===== config.mk =====
export PLATFORM = sky130hd
export DESIGN_NAME = fp16_norm_stage
export DESIGN_NICKNAME = d
export VERILOG_FILES = /design/src/rtl/fp16_pkg.sv /design/src/rtl/left_shifter_10.sv /design/src/rtl/lzc_11.sv /design/src/rtl/fp16_norm_stage.sv
export SDC_FILE = /design/constraint.sdc
export NUM_CORES = 1
export LEC_CHECK = 0
export CAP_MARGIN = 25
export CORE_MARGIN = 5
export CORE_UTILIZATION = 30
export CTS_BUF_LIST = sky130_fd_sc_hd__clkbuf_16
export CTS_CLUSTER_DIAMETER = 200
export DETAILED_ROUTE_END_ITERATION = 10
export PLACE_DENSITY = 0.56
export SYNTH_ARGS = -nofsm -noshare
export SYNTH_HDL_FRONTEND = slang
export SYNTH_SLANG_ARGS = --single-unit

===== constraint.sdc =====
create_clock -name clk -period 5.35 [get_ports clk]
set_input_delay 1.07 -clock clk [delete_from_list [all_inputs] [get_ports clk]]
set_output_delay 1.07 -clock clk [all_outputs]
set_load 0.05 [all_outputs]

===== src/rtl/fp16_pkg.sv =====
// Shared FP16 datapath widths and the unpacked-operand record used between stages.
package fp16_pkg;

    localparam int FP16_EXP_W  = 5;
    localparam int FP16_FRAC_W = 10;
    localparam int FP16_SIG_W  = 11;
    localparam int FP16_BIAS   = 15;
    localparam int LZ_W        = 4;

    typedef struct packed {
        logic                   sign;
        logic [FP16_EXP_W-1:0]  exp;
        logic [FP16_FRAC_W-1:0] frac;
    } fp16_t;

endpackage


===== src/rtl/left_shifter_10.sv =====
// Zero-filling left shift of a 10-bit fraction; amounts of 10 or more clear the result.
module left_shifter_10
    import fp16_pkg::*;
(
    input  logic [FP16_FRAC_W-1:0] in,
    input  logic [LZ_W-1:0]        shift_amt,
    output logic [FP16_FRAC_W-1:0] out
);

    assign out = in << shift_amt;

endmodule


===== src/rtl/lzc_11.sv =====
// Combinational leading-zero count of an 11-bit significand; all-zero gives 11.
module lzc_11
    import fp16_pkg::*;
(
    input  logic [FP16_SIG_W-1:0] sig,
    output logic [LZ_W-1:0]       lz
);

    // NOTE: every variable driven in always_comb gets a default first, so no path can infer a latch.
    always_comb begin
        lz = LZ_W'(FP16_SIG_W);
        // Scan upward so the most significant set bit is the last (winning) assignment.
        for (int i = 0; i < FP16_SIG_W; i++) begin
            if (sig[i]) begin
                lz = LZ_W'(FP16_SIG_W - 1 - i);
            end
        end
    end

endmodule


===== src/rtl/fp16_norm_stage.sv =====
// Two-register normalization stage: leading-zero count in S1, shift and exponent clamp into S2.
module fp16_norm_stage
    import fp16_pkg::*;
(
    input  logic                   clk,
    input  logic                   rst,
    input  logic                   in_valid,
    output logic                   in_ready,
    input  logic                   in_sign,
    input  logic [FP16_EXP_W-1:0]  in_exp,
    input  logic [FP16_SIG_W-1:0]  in_sig,
    output logic                   out_valid,
    input  logic                   out_ready,
    output logic                   out_sign,
    output logic [FP16_EXP_W-1:0]  out_exp,
    output logic [FP16_FRAC_W-1:0] out_frac,
    output logic                   out_zero,
    output logic                   out_sub
);

    logic                   v1, v2;
    logic                   s1_sign;
    logic [FP16_EXP_W-1:0]  s1_exp;
    logic [FP16_SIG_W-1:0]  s1_sig;
    logic [LZ_W-1:0]        s1_lz;
    logic [LZ_W-1:0]        in_lz;

    fp16_t                  s2_op;
    logic                   s2_zero, s2_sub;

    logic                   adv2, load;
    logic [FP16_EXP_W-1:0]  e_m1;
    logic [LZ_W-1:0]        shift;
    logic [FP16_FRAC_W-1:0] sh;
    logic                   lead;
    fp16_t                  nxt_op;
    logic                   nxt_zero, nxt_sub;

    assign adv2     = v1 && (!v2 || out_ready);
    assign in_ready = !v1 || adv2;
    assign load     = in_valid && in_ready;

    lzc_11 u_lzc (
        .sig (in_sig),
        .lz  (in_lz)
    );

    // NOTE: sequential state uses non-blocking assignments so every register samples pre-edge values.
    always_ff @(posedge clk or posedge rst) begin
        if (rst) begin
            v1      <= 1'b0;
            v2      <= 1'b0;
            s1_sign <= 1'b0;
            s1_exp  <= '0;
            s1_sig  <= '0;
            s1_lz   <= '0;
        end else begin
            if (load) begin
                v1      <= 1'b1;
                s1_sign <= in_sign;
                s1_exp  <= (in_exp == '0) ? FP16_EXP_W'(1) : in_exp;
                s1_sig  <= in_sig;
                s1_lz   <= in_lz;
            end else if (adv2) begin
                v1 <= 1'b0;
            end

            if (adv2) begin
                v2 <= 1'b1;
            end else if (out_ready) begin
                v2 <= 1'b0;
            end
        end
    end

    // Shift is capped at e-1 so the exponent never drops below the subnormal field value of 1.
    assign e_m1  = s1_exp - FP16_EXP_W'(1);
    assign shift = ({1'b0, s1_lz} < e_m1) ? s1_lz : e_m1[LZ_W-1:0];
    // For a nonzero significand the leading one reaches the hidden slot exactly when unclamped.
    assign lead  = (shift == s1_lz);

    left_shifter_10 u_shift (
        .in        (s1_sig[FP16_FRAC_W-1:0]),
        .shift_amt (shift),
        .out       (sh)
    );

    always_comb begin
        nxt_op.sign = s1_sign;
        nxt_op.exp  = '0;
        nxt_op.frac = sh;
        nxt_zero    = 1'b0;
        nxt_sub     = 1'b0;
        if (s1_sig == '0) begin
            nxt_op.frac = '0;
            nxt_zero    = 1'b1;
        end else if (lead) begin
            nxt_op.exp = s1_exp - {1'b0, shift};
        end else begin
            nxt_sub = 1'b1;
        end
    end

    always_ff @(posedge clk or posedge rst) begin
        if (rst) begin
            s2_op   <= '0;
            s2_zero <= 1'b0;
            s2_sub  <= 1'b0;
        end else if (adv2) begin
            s2_op   <= nxt_op;
            s2_zero <= nxt_zero;
            s2_sub  <= nxt_sub;
        end
    end

    assign out_valid = v2;
    assign out_sign  = s2_op.sign;
    assign out_exp   = s2_op.exp;
    assign out_frac  = s2_op.frac;
    assign out_zero  = s2_zero;
    assign out_sub   = s2_sub;

endmodule


==> summary.txt, run 1 <==
Total negative slack -> 0 ns
Reg2reg end -> out_exp[3]$_DFFE_PP0P_
Cts repair resizes -> 0
Synth area leader -> dfrtp_1
R2r startpoint -> s1_exp[0]$_DFFE_PP0P_
Most common cell in the netlist -> dfrtp_1
Cell repeated most along the worst path -> ha_1
Synth top cells by count -> dfrtp_1 (41), nand2_1 (25), mux2i_1 (19)
Die area -> 0.0104 mm^2
CP Max Fanout -> 19
Arrival time at the worst endpoint -> 4.44 ns
DRT antenna net count -> 0
Setup Crit Path Kind -> reg2reg
Hpwl dp -> 4010 um
Status -> finished clean
GPL Wtd Cong -> 0.834
Asr flop ratio synth -> 100%
Post-CTS Hold Buffers -> 0
Part of the cycle the worst path needs -> 80.1%
Leak pwr -> 1.34 nW
Synthesized area -> 0.00253 mm^2
Initial Utilization -> 30.7%
Number of cells on the worst reg-to-reg path -> 14
GRT overflow -> 0
Tot GR Track Use -> 11.1%
Seq/Total Area, Yosys -> 40.6%
# IOs -> 41
Crit path cell chain -> inv_1 -> ha_1 -> xnor2_1 -> ha_1 -> o211a_1 -> a2111oi_0 -> or4_1 -> a31o_1 -> ha_1 -> a21oi_1 -> nor2_1 -> o21ai_0 -> xor2_1 -> o21ai_0
Final Util -> 38.2%
Met2 usage -> 16.1%
Final Skew -> 0.00480 ns
Met1 Use GR -> 16.1%
Tightest Pin Transition -> 0.850 ns
Beginning of the critical path -> s1_exp[0]$_DFFE_PP0P_
Syn nets -> 277
Synth top area share -> 40.6%
Vias in the first global route -> 1939
Fmax -> 233 MHz
FF-to-FF setup slack -> 1.07 ns
CP Launch Type -> flop
Final worst-path setup slack -> 1.07 ns
Crit path capture type -> flop
Via density -> 4.92
Clock root buffer -> clkbuf_16
Die Y -> 102 um
Crit-path slowest cell -> a31o_1
Slew HR -> 43.3%
CORE AREA -> 0.00822 mm^2
Setup WS pre-CTS -> 1.14 ns
Worst Hold Class -> reg2reg
Total Wirelength -> 5340 um
Clock Tree Buf Depth -> 2
Synthesized flop and latch total -> 41
H-tree levels -> 2
Via Count -> 1940
Power per standard cell area -> 418 mW/mm^2
Port bufs -> 40
Antenna violations before repair -> 0
MaxCap Viol Count -> 0
DRC violations left -> 0
# setup viols final -> 0
CP required -> 5.51 ns
Most used DFF post-synth -> dfrtp_1
Wire per inst -> 13.5 um
Largest net degree at the start of global routing -> 42
Synth top area cells -> dfrtp_1 (41%), mux2_2 (8.0%), mux2i_1 (7.5%)
Global-route wire length before repair -> 9290 um
Peak VDD IR -> 149 uV
Core Rows -> 33
Min Tclk post-route -> 4.28 ns
Hold Vio Cnt, Final -> 0
Share of cells above drive strength 1 -> 13.1%
Net total in the final layout -> 316
Synth Warn # -> 0
Unrepaired setup endpoints after global routing -> false
Crit path capture -> out_exp[3]$_DFFE_PP0P_
Post-CTS Repair Setup Buffers -> 0
Hold Path Depth -> 2
Syn Inst Count -> 249
Worst-skew pair later-pin latency -> 0.28 ns
Number of antenna diodes -> 0
Initial DRT Pass Iterations -> 4
Layout Area Growth over Synthesis -> 24.3%
Die width -> 102 um
TritonCTS Buffers -> 5
CTS tree -> built
Clock slew at reported path FFs -> 0.06 ns
Library cells used by synthesis -> 55
Final Max Tran Viols -> 0
Initial DRC count -> 88
Global routing's busiest layer -> met2
Post-synth EDFFs -> 0
Mean Syn Cell Area -> 10.1 um^2
Slowest stage delay, CP -> 0.67 ns
Met3 usage -> 3.03%
Clock sinks -> 41
[critical path, delay by kind of cell, from the launching register on]
kind                     cells  cell delay (ns)
AO/OA/AOI/OAI                6             1.74
XOR/XNOR                     2             0.57
adder cells (fa/ha/maj)      3             0.98
buffers and inverters        1             0.15
flip-flops                   1             0.48
AND/OR/NAND/NOR              2             0.24
[power breakdown]
part	leakage, nW	total, mW	internal (mW)	switching [mW]
combinational	0.777	0.584	0.233	0.351
clock	0.0687	0.286	0.169	0.117
sequential	0.498	0.442	0.379	0.0624
total	1.34	1.31	0.781	0.530
[cell usage in the layout (no fill, tap or decap), types with 5 or more instances in the layout]
cell and count:
nand2b_1 7, mux2i_1 19, dfrtp_1 41, nor2_1 15, a21oi_1 12, nand2_1 25
nor4_1 6, clkbuf_16 5, o21ai_1 5, xnor2_1 7, clkdlybuf4s50_1 40, nor3_1 6
ha_1 6, mux2_2 18, o21ai_0 11, inv_1 12
[sequential cells by signal, summed over array words and instances (netlist names)]
name	count
out_frac	10
out_exp	5
out_sub	1
s1_sig	11
v1	1
s1_exp	5
out_sign	1
s1_sign	1
out_valid	1
s1_lz	4
out_zero	1
[per-layer routing]
metal	vias up	share of wire, %
li1	986	-
met1	897	51
met2	51	42
met3	6	5.9
met4	0	1.0
met5	-	0
[cell families after synthesis]
logic type / after synthesis / share of synthesized area [%]
and+or+nand+nor: 77 / 15.5
DFF: 41 / 40.6
AOI/OAI and AO/OA: 56 / 16.1
adders and majority gates: 7 / 3.76
xor gates and xnor gates: 8 / 2.77
muxes: 37 / 15.6
buffers and inverters: 23 / 5.65
[area by class of cell]
type | instances | area (um^2)
flip-flops and latches | 41 | 1030
inverters | 12 | 45.0
fillers | 834 | 5080
multi-input cells | 185 | 1360
well taps | 105 | 131
clock inverters | 3 | 12.5
repair buffers | 43 | 443
clock buffers | 5 | 125
[per-stage QoR]
stage	hold WS, ns	power (mW)	instance area, um^2	instances
finish	0.474	1.31	3140	394
global route	0.512	1.39	3140	394
CTS	0.485	1.32	3110	393
detailed placement	0.472	1.03	2980	385
global placement	0.465	1.03	2980	385
floorplan	0.457	0.870	2530	249
[worst min path at each step]
stage                           start                     end  slack [ns]
2_1_floorplan          v1$_DFFE_PP0P_   out_valid$_DFFE_PP0P_        0.46
3_3_place_gp   out_exp[2]$_DFFE_PP0P_  out_exp[2]$_DFFE_PP0P_        0.47
3_5_place_dp   out_exp[0]$_DFFE_PP0P_  out_exp[0]$_DFFE_PP0P_        0.47
4_1_cts        out_exp[0]$_DFFE_PP0P_  out_exp[0]$_DFFE_PP0P_        0.49
5_1_grt           s1_sign$_DFFE_PP0P_     s1_sign$_DFFE_PP0P_        0.51
6_report          out_sub$_DFFE_PP0P_     out_sub$_DFFE_PP0P_        0.47
No activity file was read; power rests on OpenSTA's default activity.
==> run 2, diff against run 1 <==
--- a/config.mk
+++ b/config.mk
@@ -11,7 +11,7 @@
 export CTS_BUF_LIST = sky130_fd_sc_hd__clkbuf_16
 export CTS_CLUSTER_DIAMETER = 200
 export DETAILED_ROUTE_END_ITERATION = 10
-export PLACE_DENSITY = 0.56
+export PLACE_DENSITY = 0.58
 export SYNTH_ARGS = -nofsm -noshare
 export SYNTH_HDL_FRONTEND = slang
 export SYNTH_SLANG_ARGS = --single-unit
==> constraint.sdc (replaced) <==
create_clock -name clk -period 3.49 [get_ports clk]
set_input_delay 0.698 -clock clk [delete_from_list [all_inputs] [get_ports clk]]
set_output_delay 0.698 -clock clk [all_outputs]
set_load 0.05 [all_outputs]
==> run 2 against run 1 <==
First-iteration DRC count down 8.0%. Fmax rose by 31%. Die area is the same. Utilization grew 2.1 points. Sequential power rose by 51%. Flip-flop and latch count is the same. Highest routed layer unchanged. Setup slack worse by 0.85 ns. Non-clock buffer count up 11. Critical endpoint is now out_exp[4]$_DFFE_PP0P_. Critical path type unchanged. Final area grew 5.4%. Final cell count rose by 2.8%.
==> summary.txt, run 2 (synthesis results as in run 1) <==
Status -> finished clean
Worst-skew pair later-pin latency -> 0.28 ns (about the same)
Largest net degree at the start of global routing -> 42 (unchanged)
Fillers -> 805 (-3.5%)
CP Launch Type -> flop
MaxCap Viol Count -> 0 (unchanged)
Total Wirelength -> 5660 um (+6.0%)
Seq pwr share -> 30.8% (-2.9 points)
Tightest Pin Transition -> 0.935 ns (+0.0848 ns)
Min Tclk post-route -> 3.27 ns (-1.01 ns)
Final Max Tran Viols -> 0 (unchanged)
CP required -> 3.66 ns (-1.85 ns)
# setup viols final -> 0 (unchanged)
Setup Crit Path Kind -> reg2reg
Arrival time at the worst endpoint -> 3.44 ns (-1.00 ns)
Placed cell areas -> 0.00306 mm^2 (+2.9%)
DRC violations left -> 0 (unchanged)
Sw Share -> 39.4% (-1.1 points)
Die area -> 0.0104 mm^2 (unchanged)
Initial DRT Pass Iterations -> 4 (unchanged)
# IOs -> 41 (unchanged)
Final Skew -> 0.00536 ns (+0.000557 ns)
Number of antenna diodes -> 0 (unchanged)
Initial DRC count -> 81 (-8.0%)
Core Rows -> 33 (unchanged)
Slew HR -> 37.5% (-5.8 points)
Die Y -> 102 um (unchanged)
Largest register FFs -> 11 (unchanged)
P_sw -> 855 uW (+61%)
TritonCTS Buffers -> 5 (unchanged)
Initial Utilization -> 30.7% (unchanged)
Vias in the first global route -> 2018 (+4.1%)
FF-to-FF setup slack -> 0.22 ns (-0.85 ns)
Clock sinks -> 41 (unchanged)
Port bufs -> 40 (unchanged)
GPL Wtd Cong -> 0.941 (+13%)
Power share of the clock group -> 25.0% (+3.2 points)
Clock Tree Buf Depth -> 2 (unchanged)
Crit path capture type -> flop
Hold Vio Cnt, Final -> 0 (unchanged)
Power per standard cell area -> 656 mW/mm^2 (+57%)
Via Count -> 1978 (+2.0%)
Comb pwr share -> 44.2% (-0.3 points)
Die width -> 102 um (unchanged)
Antenna violations before repair -> 0 (unchanged)
DRT antenna net count -> 0 (unchanged)
Clock root buffer -> clkbuf_16
Wire per inst -> 14.0 um (+3.1%)
Int Pwr -> 1.32 mW (+69%)
Fmax -> 306 MHz (+31%)
Worst Hold Class -> reg2reg
Post-CTS Hold Buffers -> 0 (unchanged)
CP Max Fanout -> 6 (-13)
Clock slew at reported path FFs -> 0.06 ns (about the same)
CORE AREA -> 0.00822 mm^2 (unchanged)
Via density -> 4.88 (-0.81%)
GRT overflow -> 0 (unchanged)
Hpwl dp -> 4220 um (+5.3%)
H-tree levels -> 2 (unchanged)
Global-route wire length before repair -> 9750 um (+4.9%)
Fin area -> 0.00331 mm^2 (+5.4%)
Part of the cycle the worst path needs -> 93.7% (+14 points)
Most frequent cells in the layout -> clkdlybuf4s50_1 (40), dfrtp_1 (39), nand2_1 (24)
Tot GR Track Use -> 11.7% (+0.61 points)
Share of cells above drive strength 1 -> 20.7% (+7.5 points)
Peak VDD IR -> 233 uV (+57%)
Net total in the final layout -> 327 (+3.5%)
CTS tree -> built
Most flops, register -> s1_sig
Worst hold slack -> 0.479 ns (+0.00487 ns)
Leak pwr -> 1.39 nW (+3.5%)
Layout Area Growth over Synthesis -> 31.0%
Commonest non-fill, non-tap cell in the layout -> clkdlybuf4s50_1
[run 2: cell count changes in the layout (fill, tap and decap cells not counted), moves of 2 or more]
cell	previous run	this run
buf_4	2	14
clkinv_1	2	0
dfrtp_1	41	39
dfrtp_2	0	2
ha_1	6	4
ha_4	0	2
[run 2: path summary, 6_finish.rpt]
| path | startpoint | end | cells after the start |
|---|---|---|---|
| min | out_sub$_DFFE_PP0P_ | out_sub$_DFFE_PP0P_ | 2 |
| max in group asynchronous | rst | s1_exp[0]$_DFFE_PP0P_ | 3 |
| min in group asynchronous | rst | s1_sign$_DFFE_PP0P_ | 3 |
| max | s1_exp[0]$_DFFE_PP0P_ | out_exp[4]$_DFFE_PP0P_ | 14 |
| max reg2reg | s1_exp[0]$_DFFE_PP0P_ | out_exp[4]$_DFFE_PP0P_ | 14 |
| min reg2reg | out_sub$_DFFE_PP0P_ | out_sub$_DFFE_PP0P_ | 2 |
[run 2: per-layer routing]
metal	up-vias	wire (um)	GRT usage [%]
li1	1002	-	-
met1	929	2780	16.5
met2	43	2530	18.1
met3	4	323	3.24
met4	0	29	2.25
met5	-	0	0
[run 2: what timing repair did]
item	4_1_cts	5_1_grt
setup buffers	0	2
hold endpoints to repair	0	0
setup endpoints to repair	0	3
resized for setup	0	9
[run 2: layout make-up]
| type | count | area, um^2 | share of cell area, % |
|---|---|---|---|
| multi-input cells | 185 | 1430 | 43.1 |
| flip-flops and latches | 41 | 1030 | 31.1 |
| repair buffers | 54 | 505 | 15.3 |
| well taps | 105 | 131 | 3.97 |
| clock buffers | 5 | 125 | 3.78 |
| inverters | 12 | 47.5 | 1.44 |
| clock inverters | 3 | 46.3 | 1.40 |
[run 2: power groups by stage]
stage | registers, mW | logic, mW | clock network, mW
final | 0.668 | 0.961 | 0.543
after floorplan | 0.922 | 0.417 | 0
after CTS | 0.668 | 0.936 | 0.554
after global routing | 0.688 | 1.04 | 0.570
after detailed placement | 0.677 | 0.934 | 0
after global placement | 0.675 | 0.923 | 0
[run 2: through the flow]
stage / total power, mW / util (%) / setup TNS, ns / setup WS (ns) / instances
detailed placement: 1.61 / 37.3 / 0 / 0.0617 / 395
CTS: 2.16 / 39.4 / 0 / 0.0463 / 403
floorplan: 1.34 / - / 0 / 0.0233 / 249
global placement: 1.60 / 37.3 / 0 / 0.196 / 395
global route: 2.30 / 40.3 / -0.0146 / -0.0146 / 405
finish: 2.17 / 40.3 / 0 / 0.220 / 405
[run 2: critical path: stages (launching register included)]
cell and delay [ns]:
dfrtp_2 0.42, inv_4 0.09, ha_4 0.18, xnor2_4 0.11, ha_4 0.29, o211a_4 0.19, a2111oi_0 0.07, or4_1 0.56
a31o_1 0.26, fa_2 0.37, nor2_1 0.13, o21ai_0 0.09, a21oi_1 0.19, xnor2_1 0.14, o21ai_1 0.07
==> run 3, diff against run 2 <==
--- a/config.mk
+++ b/config.mk
@@ -8,7 +8,6 @@
 export CAP_MARGIN = 25
 export CORE_MARGIN = 5
 export CORE_UTILIZATION = 30
-export CTS_BUF_LIST = sky130_fd_sc_hd__clkbuf_16
 export CTS_CLUSTER_DIAMETER = 200
 export DETAILED_ROUTE_END_ITERATION = 10
 export PLACE_DENSITY = 0.58
==> run 3 against run 2 <==
Flip-flop and latch count did not move. Final area fell by 1.6%. Fmax rose by 0.85%. Final cell count did not move. Global-route usage rose by 0.11 points. Critical path type unchanged. Critical endpoint unchanged. Highest routed layer unchanged.
==> summary.txt, run 3 (synthesis results as in run 1) <==
Status -> finished clean
Crit path cell chain -> inv_4 -> ha_4 -> xnor2_4 -> ha_4 -> o211a_4 -> a2111oi_0 -> or4_1 -> a31o_1 -> fa_2 -> nor2_2 -> o21ai_0 -> a21oi_1 -> xnor2_1 -> o21ai_1
Final Skew -> 0.00484 ns (-0.000521 ns)
Peak VDD IR -> 215 uV (-7.8%)
Share of cells above drive strength 1 -> 21.0% (+0.33 points)
GPL Wtd Cong -> 0.941 (unchanged)
Via density -> 4.90 (+0.40%)
Final Util -> 39.6% (-0.65 points)
Port bufs -> 40 (unchanged)
Total negative slack -> 0 ns (unchanged)
Die width -> 102 um (unchanged)
Die area -> 0.0104 mm^2 (unchanged)
Min Tclk post-route -> 3.24 ns (-0.0277 ns)
HP Start -> out_sub$_DFFE_PP0P_
Worst-skew pair later-pin latency -> 0.30 ns (+0.02 ns)
Tightest Pin Transition -> 0.915 ns (-0.0195 ns)
TritonCTS Buffers -> 5 (unchanged)
Initial Utilization -> 30.7% (unchanged)
Largest register FFs -> 11 (unchanged)
Worst Hold Class -> reg2reg
Final Max Tran Viols -> 0 (unchanged)
Post-CTS Hold Buffers -> 0 (unchanged)
CORE AREA -> 0.00822 mm^2 (unchanged)
Setup WS pre-CTS -> 0.0617 ns (unchanged)
GRT overflow -> 0 (unchanged)
FF-to-FF setup slack -> 0.25 ns (+0.03 ns)
# setup viols final -> 0 (unchanged)
Die Y -> 102 um (unchanged)
Commonest non-fill, non-tap cell in the layout -> clkdlybuf4s50_1
Crit path capture type -> flop
Cell repeated most along the worst path -> ha_4
Vias in the first global route -> 2016 (-0.099%)
Final worst-path setup slack -> 0.248 ns (+0.0277 ns)
Leak pwr -> 1.36 nW (-1.9%)
Via Count -> 1986 (+0.40%)
Most flops, register -> s1_sig
Arrival time at the worst endpoint -> 3.43 ns (about the same)
Multi-input combinational cell area -> 0.00143 mm^2 (+0.18%)
Fin area -> 0.00326 mm^2 (-1.6%)
Net total in the final layout -> 327 (unchanged)
Tot GR Track Use -> 11.8% (+0.11 points)
Wire per inst -> 14.0 um (+0.30%)
Sequential cell area -> 0.00103 mm^2 (unchanged)
Setup Crit Path Kind -> reg2reg
R2r startpoint -> s1_exp[0]$_DFFE_PP0P_
CP required -> 3.68 ns (+0.02 ns)
Clock sinks -> 41 (unchanged)
Slew HR -> 38.8% (+1.3 points)
H-tree levels -> 2 (unchanged)
Fmax -> 308 MHz (+0.85%)
Initial DRT Pass Iterations -> 4 (unchanged)
Global-route wire length before repair -> 9750 um (unchanged)
Beginning of the critical path -> s1_exp[0]$_DFFE_PP0P_
# IOs -> 41 (unchanged)
Clock Tree Buf Depth -> 2 (unchanged)
Hold Vio Cnt, Final -> 0 (unchanged)
DRC violations left -> 0 (unchanged)
Most frequent cells in the layout -> clkdlybuf4s50_1 (40), dfrtp_1 (39), nand2_1 (24)
MaxCap Viol Count -> 0 (unchanged)
Slowest stage delay, CP -> 0.56 ns (about the same)
Hpwl dp -> 4220 um (unchanged)
Clock slew at reported path FFs -> 0.09 ns (+0.03 ns)
Crit-path slowest cell -> or4_1
Antenna violations before repair -> 0 (unchanged)
CP Max Fanout -> 6 (unchanged)
CTS tree -> built
Clock root buffer -> clkbuf_8
DRT antenna net count -> 0 (unchanged)
Placed cell areas -> 0.00306 mm^2 (unchanged)
Unrepaired setup endpoints after global routing -> false
Layout Area Growth over Synthesis -> 28.9%
Part of the cycle the worst path needs -> 92.9% (-0.79 points)
Total Wirelength -> 5680 um (+0.30%)
Fillers -> 814 (+1.1%)
Power per standard cell area -> 624 mW/mm^2 (-4.9%)
Largest net degree at the start of global routing -> 42 (unchanged)
CP Launch Type -> flop
Number of antenna diodes -> 0 (unchanged)
Initial DRC count -> 77 (-4.9%)
Core Rows -> 33 (unchanged)
==> run 3: cell types whose count changed in the layout (fill, tap and decap cells not counted) <==
cell	previous run	this run
nor2_1	15	14
nor2_2	0	1
clkbuf_8	0	5
clkbuf_16	5	0
==> run 3: repair_timing <==
| action | CTS | global route |
|---|---|---|
| gates resized for setup | 0 | 10 |
| setup buffers | 0 | 2 |
| endpoints found under the setup margin | 0 | 3 |
==> run 3: layout make-up <==
| cell class | instances | share of cell area, % |
|---|---|---|
| Multi-Input combinational cell | 185 | 43.9 |
| Sequential cell | 41 | 31.6 |
| Timing Repair Buffer | 54 | 15.5 |
| Tap cell | 105 | 4.04 |
| Clock buffer | 5 | 2.11 |
| Inverter | 12 | 1.46 |
| Clock inverter | 3 | 1.42 |
==> run 3: stage by stage <==
| step | total power [mW] | cells | hold WS [ns] |
|---|---|---|---|
| global route | 2.16 | 405 | 0.518 |
| finish | 2.03 | 405 | 0.486 |
| global placement | 1.60 | 395 | 0.467 |
| CTS | 2.02 | 403 | 0.493 |
| detailed placement | 1.61 | 395 | 0.472 |
| floorplan | 1.34 | 249 | 0.457 |
==> run 3: power breakdown <==
group | internal (mW) | switching (mW) | total [mW]
clock | 0.214 | 0.188 | 0.403
sequential | 0.581 | 0.0862 | 0.667
combinational | 0.396 | 0.566 | 0.962
total | 1.19 | 0.840 | 2.03
==> run 3: worst max-delay path, delay by kind of cell (launching register included) <==
| family | cells | cell delay (ns) |
|---|---|---|
| and+or+nand+nor | 2 | 0.68 |
| buffers and inverters | 1 | 0.09 |
| AOI/OAI and AO/OA | 6 | 0.84 |
| adders and majority gates | 3 | 0.85 |
| xor gates and xnor gates | 2 | 0.25 |
| DFF | 1 | 0.43 |
==> run 3: layer usage <==
layer  global-route usage (%)  wire, um
met5                        0         0
met2                     18.0      2540
met1                     16.4      2810
met3                     3.24       266
met4                     3.48        60
==> run 3: worst paths after layout <==
check | end | depth (start not counted)
worst min-delay path | out_sub$_DFFE_PP0P_ | 2
min in group asynchronous | s1_sign$_DFFE_PP0P_ | 3
max in group asynchronous | s1_exp[1]$_DFFE_PP0P_ | 3
worst max-delay path | out_exp[4]$_DFFE_PP0P_ | 14
worst max register to register | out_exp[4]$_DFFE_PP0P_ | 14
worst min register to register | out_sub$_DFFE_PP0P_ | 2
